File: config.mk
export PLATFORM = sky130hd
export DESIGN_NAME = rnbip_ctrl_fsm
export DESIGN_NICKNAME = d
export VERILOG_FILES = /design/src/rtl/rnbip_ctrl_fsm.sv
export SDC_FILE = /design/constraint.sdc
export NUM_CORES = 1
export LEC_CHECK = 0
export ABC_AREA = 1
export ABC_CLOCK_PERIOD_IN_PS = 1300
export BUFFER_PORTS_ARGS = -buffer_cell sky130_fd_sc_hd__buf_2
export CORE_ASPECT_RATIO = 1.25
export CORE_MARGIN = 2
export CORE_UTILIZATION = 48
export DETAILED_ROUTE_END_ITERATION = 8
export PLACE_DENSITY = 0.74
export SLEW_MARGIN = 30
export SYNTH_ARGS = -nofsm -noshare
export SYNTH_HDL_FRONTEND = slang
export SYNTH_SLANG_ARGS = --single-unit
File: constraint.sdc
create_clock -name clk -period 1.3 [get_ports clk]
set_clock_uncertainty 0.1 [all_clocks]
set_input_delay 0.39 -clock clk [delete_from_list [all_inputs] [get_ports clk]]
set_output_delay 0.39 -clock clk [all_outputs]
set_load 0.005 [all_outputs]
File: src/rtl/rnbip_ctrl_fsm.sv
// rnbip_ctrl_fsm
//   Fetch/decode/sequence controller for the 8x8 register file. It fetches
//   instruction bytes over a req/valid handshake, captures immediates into OR2,
//   and sequences the register-file controls and the ALU function code.
//
// Ports
//   clk         in   1  system clock, rising edge
//   rst_n       in   1  asynchronous active-low reset
//   imem_data   in   8  instruction byte at imem_addr
//   imem_valid  in   1  imem_data valid this cycle
//   imem_req    out  1  fetch request
//   imem_addr   out  8  program counter
//   or2         out  8  operand register 2 (immediate) to the register file
//   mux_sel     out  2  write source: 00=R0, 01=R[reg_sel], 10=OR2, 11=ALU
//   reg_sel     out  3  source register when mux_sel=01
//   seg         out  3  destination (write) / B-port (read) register
//   enab        out  2  00=clear all, 01=write, 11=read, 10=hold
//   alu_op      out  3  ALU function, meaningful from READ through WB
//   halted      out  1  set once HALT executes, cleared only by reset
//
// Every output is a flop. The next-state logic computes the values for the
// state being entered, so each output reflects the current state.
module rnbip_ctrl_fsm #(
  parameter int ALU_LAT = 1
) (
  input  logic       clk,
  input  logic       rst_n,
  input  logic [7:0] imem_data,
  input  logic       imem_valid,
  output logic       imem_req,
  output logic [7:0] imem_addr,
  output logic [7:0] or2,
  output logic [1:0] mux_sel,
  output logic [2:0] reg_sel,
  output logic [2:0] seg,
  output logic [1:0] enab,
  output logic [2:0] alu_op,
  output logic       halted
);

  typedef enum logic [3:0] {
    S_IDLE, S_FETCH, S_DECODE, S_FETCH2, S_EXEC,
    S_READ, S_ALU_WAIT, S_WB, S_HALT
  } state_t;

  localparam logic [1:0] EN_CLR  = 2'b00;
  localparam logic [1:0] EN_WR   = 2'b01;
  localparam logic [1:0] EN_HOLD = 2'b10;
  localparam logic [1:0] EN_RD   = 2'b11;

  state_t     state_q, state_d;
  logic [7:0] pc_q, pc_d;
  logic [6:0] ir_q, ir_d;        // {opcode, rd}; the reserved bit is not kept
  logic [7:0] or2_q, or2_d;
  logic [1:0] mux_sel_q, mux_sel_d;
  logic [2:0] reg_sel_q, reg_sel_d;
  logic [2:0] seg_q, seg_d;
  logic [1:0] enab_q, enab_d;
  logic [2:0] alu_op_q, alu_op_d;
  logic       req_q, req_d;
  logic       halted_q, halted_d;
  logic [2:0] wait_q, wait_d;

  logic [3:0] opc;
  logic [2:0] rd;
  logic       unused_rsvd;

  assign opc         = ir_q[6:3];
  assign rd          = ir_q[2:0];
  assign unused_rsvd = imem_data[3];

  always_comb begin
    state_d   = state_q;
    pc_d      = pc_q;
    ir_d      = ir_q;
    or2_d     = or2_q;
    mux_sel_d = mux_sel_q;
    reg_sel_d = reg_sel_q;
    seg_d     = seg_q;
    alu_op_d  = alu_op_q;
    wait_d    = wait_q;
    enab_d    = EN_HOLD;
    req_d     = 1'b0;
    halted_d  = 1'b0;

    case (state_q)
      S_IDLE: state_d = S_FETCH;
      S_FETCH: begin
        if (imem_valid) begin
          ir_d    = {imem_data[7:4], imem_data[2:0]};
          pc_d    = pc_q + 8'd1;
          state_d = S_DECODE;
        end
      end
      S_DECODE: begin
        case (opc)
          4'h1, 4'h4: state_d = S_EXEC;
          4'h2, 4'h3: state_d = S_FETCH2;
          4'h7:       state_d = S_HALT;
          4'h0, 4'h5, 4'h6: state_d = S_FETCH;
          default: begin
            alu_op_d = opc[2:0];
            state_d  = S_READ;
          end
        endcase
      end
      S_FETCH2: begin
        if (imem_valid) begin
          pc_d = pc_q + 8'd1;
          if (opc == 4'h3) or2_d = imem_data;
          else             reg_sel_d = imem_data[2:0];
          state_d = S_EXEC;
        end
      end
      S_EXEC: state_d = S_FETCH;
      S_READ: begin
        // With a one-cycle ALU there is nothing to wait for.
        if (ALU_LAT > 1) begin
          wait_d  = 3'(ALU_LAT - 1);
          state_d = S_ALU_WAIT;
        end else begin
          state_d = S_WB;
        end
      end
      S_ALU_WAIT: begin
        wait_d = wait_q - 3'd1;
        if (wait_q == 3'd1) state_d = S_WB;
      end
      S_WB:    state_d = S_FETCH;
      S_HALT:  state_d = S_HALT;
      default: state_d = S_IDLE;
    endcase

    // Output values for the state being entered.
    req_d    = (state_d == S_FETCH) || (state_d == S_FETCH2);
    halted_d = (state_d == S_HALT);
    case (state_d)
      S_EXEC: begin
        seg_d = rd;
        case (opc)
          4'h2:    begin enab_d = EN_WR;  mux_sel_d = 2'b01; end
          4'h3:    begin enab_d = EN_WR;  mux_sel_d = 2'b10; end
          4'h4:    begin enab_d = EN_CLR; mux_sel_d = 2'b00; end
          default: begin enab_d = EN_WR;  mux_sel_d = 2'b00; end
        endcase
      end
      S_READ: begin
        enab_d = EN_RD;
        seg_d  = rd;
      end
      S_WB: begin
        enab_d    = EN_WR;
        mux_sel_d = 2'b11;
        seg_d     = 3'd0;
      end
      default: ;
    endcase
  end

  always_ff @(posedge clk or negedge rst_n) begin
    if (!rst_n) begin
      state_q   <= S_IDLE;
      pc_q      <= 8'd0;
      ir_q      <= 7'd0;
      or2_q     <= 8'd0;
      mux_sel_q <= 2'b00;
      reg_sel_q <= 3'd0;
      seg_q     <= 3'd0;
      enab_q    <= EN_HOLD;
      alu_op_q  <= 3'd0;
      req_q     <= 1'b0;
      halted_q  <= 1'b0;
      wait_q    <= 3'd0;
    end else begin
      state_q   <= state_d;
      pc_q      <= pc_d;
      ir_q      <= ir_d;
      or2_q     <= or2_d;
      mux_sel_q <= mux_sel_d;
      reg_sel_q <= reg_sel_d;
      seg_q     <= seg_d;
      enab_q    <= enab_d;
      alu_op_q  <= alu_op_d;
      req_q     <= req_d;
      halted_q  <= halted_d;
      wait_q    <= wait_d;
    end
  end

  assign imem_req  = req_q;
  assign imem_addr = pc_q;
  assign or2       = or2_q;
  assign mux_sel   = mux_sel_q;
  assign reg_sel   = reg_sel_q;
  assign seg       = seg_q;
  assign enab      = enab_q;
  assign alu_op    = alu_op_q;
  assign halted    = halted_q;

endmodule

==> results by group <==
Placed design
  – Cells after DPL: roughly 340
  – Gpl congestion: approximately 0.79
  – I/O Buffers: just over 40
  – Dpl hpwl: between 3000 and 4000 um

STA
  – Worst setup margin: -0.198 ns
  – Fmax: roughly 670 MHz
  – Post-route clock period utilization: 1.15
  – Final setup fails: between 50 and 60
  – Unrepaired setup endpoints after global routing: yes
  – Setup TNS: -4.40 ns
  – Slew headroom: 0.719
  – Pins over their slew limit: 0
  – Hold_ws: a little over 0.2 ns
  – Final-report hold violation count: 0
  – Actual slew at the worst max-slew pin: ~0.42 ns
  – Final min period: approximately 1.5 ns

Logic synthesis
  – Synth Flop Type: dfrtp_1
  – Cell Area, Synth: slightly above 2000 um2
  – Register area share after synthesis: 0.553
  – Main area contributors after synthesis: dfrtp_1, nand2_1, inv_1
  – Syn_nets: between 200 and 250
  – Area share of the largest cell type after synthesis: 0.540
  – EDFF count, synth: 0
  – Register bit total from synthesis: 45
  – Synth cell count leaders: nand2_1, dfrtp_1, inv_1, nand3_1, nor2_1
  – Synth area leader: dfrtp_1
  – Synth Instances: 210
  – Post-synthesis async set-or-reset flop share: 1.00
  – Cell variety after synth: 24
  – Most common cell in the synthesized netlist: nand2_1
  – Yosys warning total: 0
  – Synth Area per Inst: 9.71 um2

Detailed routing
  – Total Wirelength: ~5000 um
  – Wirelength per Cell: around 13 um
  – First-pass iteration count of the detailed router: 4
  – Routed Antenna Nets: 0
  – Routed vias: approximately 1800
  – Number of vias per cell: slightly below 5
  – DRT iter0 DRCs: 38
  – Post-route DRC: 0

Die
  – Die width: roughly 62 um
  – Initial Util: 0.497
  – Die Height: 76.9 um
  – CORE AREA: around 4100 um2
  – Top Ports: between 40 and 50
  – Die area: 4790 um2
  – Row cnt: 26

Worst hold path
  – Min-Delay Path Depth: 3
  – HP Start: imem_data[3]
  – HP Class: primary input to register
  – Worst Hold Endpoint: or2[3]$_DFFE_PN0P_

Global route
  – Largest net degree at the start of global routing: 46
  – Total GRT Usage: 0.209
  – Global route overflow: 0
  – Vias in the first global route: between 1500 and 2000
  – Initial antenna violation count: 0
  – First-pass GRT wire length: 7870 um

Setup path
  – CP required: 1.40 ns
  – Crit-path cells: nor2_2 -> nand3_1 -> nand3_1 -> nand2_4 -> nand3_4 -> nand2_4 -> nand2_1 -> nand2_1
  – Register-to-Register Path Depth: 8
  – CP max stage delay: about 0.46 ns
  – R2r setup slk: -0.20 ns
  – CP Data Arrival Time: roughly 1.6 ns
  – Startpoint Class: register
  – CP max stage cell: dfrtp_2
  – CP Max Fanout: 6
  – Critical path endpoint category: register
  – Critical path start-end classification: register to register
  – Reg-to-Reg End: mux_sel[1]$_DFFE_PN0P_
  – Worst R2R Start: ir_q[6]$_DFFE_PN0P_

CTS
  – Clock Sinks: 45
  – Longest Clk Path Bufs: 2
  – Num CTS Buffers: 5
  – H-tree depth: 2
  – Clk pin slew, worst setup/hold paths: about 0.080 ns
  – Clock root cell: clkbuf_8
  – Clk_lat worst skew: roughly 0.30 ns
  – CTS tree: done

Final layout
  – Fin nets: approximately 330
  – Area growth syn-to-layout: 50.0%
  – Antenna cells: 0
  – Finished Layout Cells: around 370
  – Layout cells sized above 1: 0.526

Power
  – Overall power: approximately 6500 uW
  – Max VDD drop: between 1 and 1.5 mV
  – Leakage: between 0.0015 and 0.002 uW
  – PD cells: 2120 nW/um2

Run status
  – Violated checks: setup timing
  – Status: finished, violations left

Job
  – Max Cap Violations: 0
final cells by class:
class,count,area [um2]
Clock buffer,7,96.3
Sequential cell,45,1130
Clock inverter,1,5.00
Timing Repair Buffer,94,664
Multi-Input combinational cell,135,973
Tap cell,56,70.1
Fill cell,311,1040
Inverter,30,118
state kept, by name, indices dropped and copies added, names as in the netlist:
name,flops
ir_q,7
seg,3
imem_addr,8
wait_q,3
or2,8
halted,1
mux_sel,2
alu_op,3
reg_sel,3
imem_req,1
state_q,4
enab,2
layout by cell type, fill, tap and decap left out, types with 3 or more instances in the layout:
master and n:
buf_2 41, buf_4 42, buf_6 7, clkbuf_8 7, dfrtp_1 41, dfrtp_2 3, inv_1 22, inv_2 6
nand2_1 35, nand2_2 11, nand2_4 5, nand3_1 13, nand3_2 4, nand4_1 5, nor2_1 6, nor2_4 9
o21ai_0 4, o21ai_1 11, o21ai_2 8, xnor2_1 3, xor2_1 4
worst max-delay path, delay by kind of cell (launching register included):
kind	cells	cell delay, ns
and+or+nand+nor	8	0.83
DFF	1	0.46
per-stage QoR:
| stage | utilization | instance area [um2] | setup slack, ns |
|---|---|---|---|
| 2_1_floorplan | - | 2050 | -0.0502 |
| 3_3_place_gp | 0.627 | 2570 | -0.145 |
| 3_5_place_dp | 0.627 | 2570 | -0.186 |
| 4_1_cts | 0.703 | 2880 | -0.169 |
| 5_1_grt | 0.746 | 3060 | -0.283 |
| 6_report | 0.746 | 3060 | -0.198 |
metal layers:
metal | vias to the layer above | routed length [um] | GRT usage
met3 | 11 | 161 | 0.0484
met1 | 864 | 1900 | 0.229
met4 | 0 | 108 | 0.0756
met2 | 39 | 2760 | 0.390
met5 | - | 0 | 0
li1 | 880 | - | -
cell families (layout without fill, tap and decap cells):
group / count (synthesis) / after routing / synth area share
and+or+nand+nor: 93 / 95 / 0.235
DFF: 45 / 45 / 0.553
xor gates and xnor gates: 9 / 9 / 0.0387
buffers and inverters: 32 / 132 / 0.0675
AOI/OAI and AO/OA: 28 / 28 / 0.0872
adders and majority gates: 3 / 3 / 0.0184
repair_timing:
item                                    CTS  global route
endpoints found under the setup margin   66            72
hold endpoints to repair                 44             0
hold buffers                              1             0
cloned                                    1             1
pin swaps                                12            11
setup buffers                            13            10
resized for setup                        25            33
power by group:
part           internal, uW  total (uW)  switching, uW
clock                   481         949            468
combinational          1590        3250           1650
sequential             1920        2300            380
worst max path at each step:
stage,startpoint,to,slack (ns)
3_5_place_dp,state_q[2]$_DFF_PN0_,or2[3]$_DFFE_PN0P_,-0.19
3_3_place_gp,state_q[3]$_DFF_PN0_,or2[3]$_DFFE_PN0P_,-0.14
6_report,ir_q[6]$_DFFE_PN0P_,mux_sel[1]$_DFFE_PN0P_,-0.20
2_1_floorplan,wait_q[1]$_DFFE_PN0P_,mux_sel[1]$_DFFE_PN0P_,-0.05
5_1_grt,ir_q[6]$_DFFE_PN0P_,mux_sel[0]$_DFFE_PN0P_,-0.28
4_1_cts,wait_q[1]$_DFFE_PN0P_,mux_sel[1]$_DFFE_PN0P_,-0.17
Note: power is estimated with default switching activity, not from simulation.
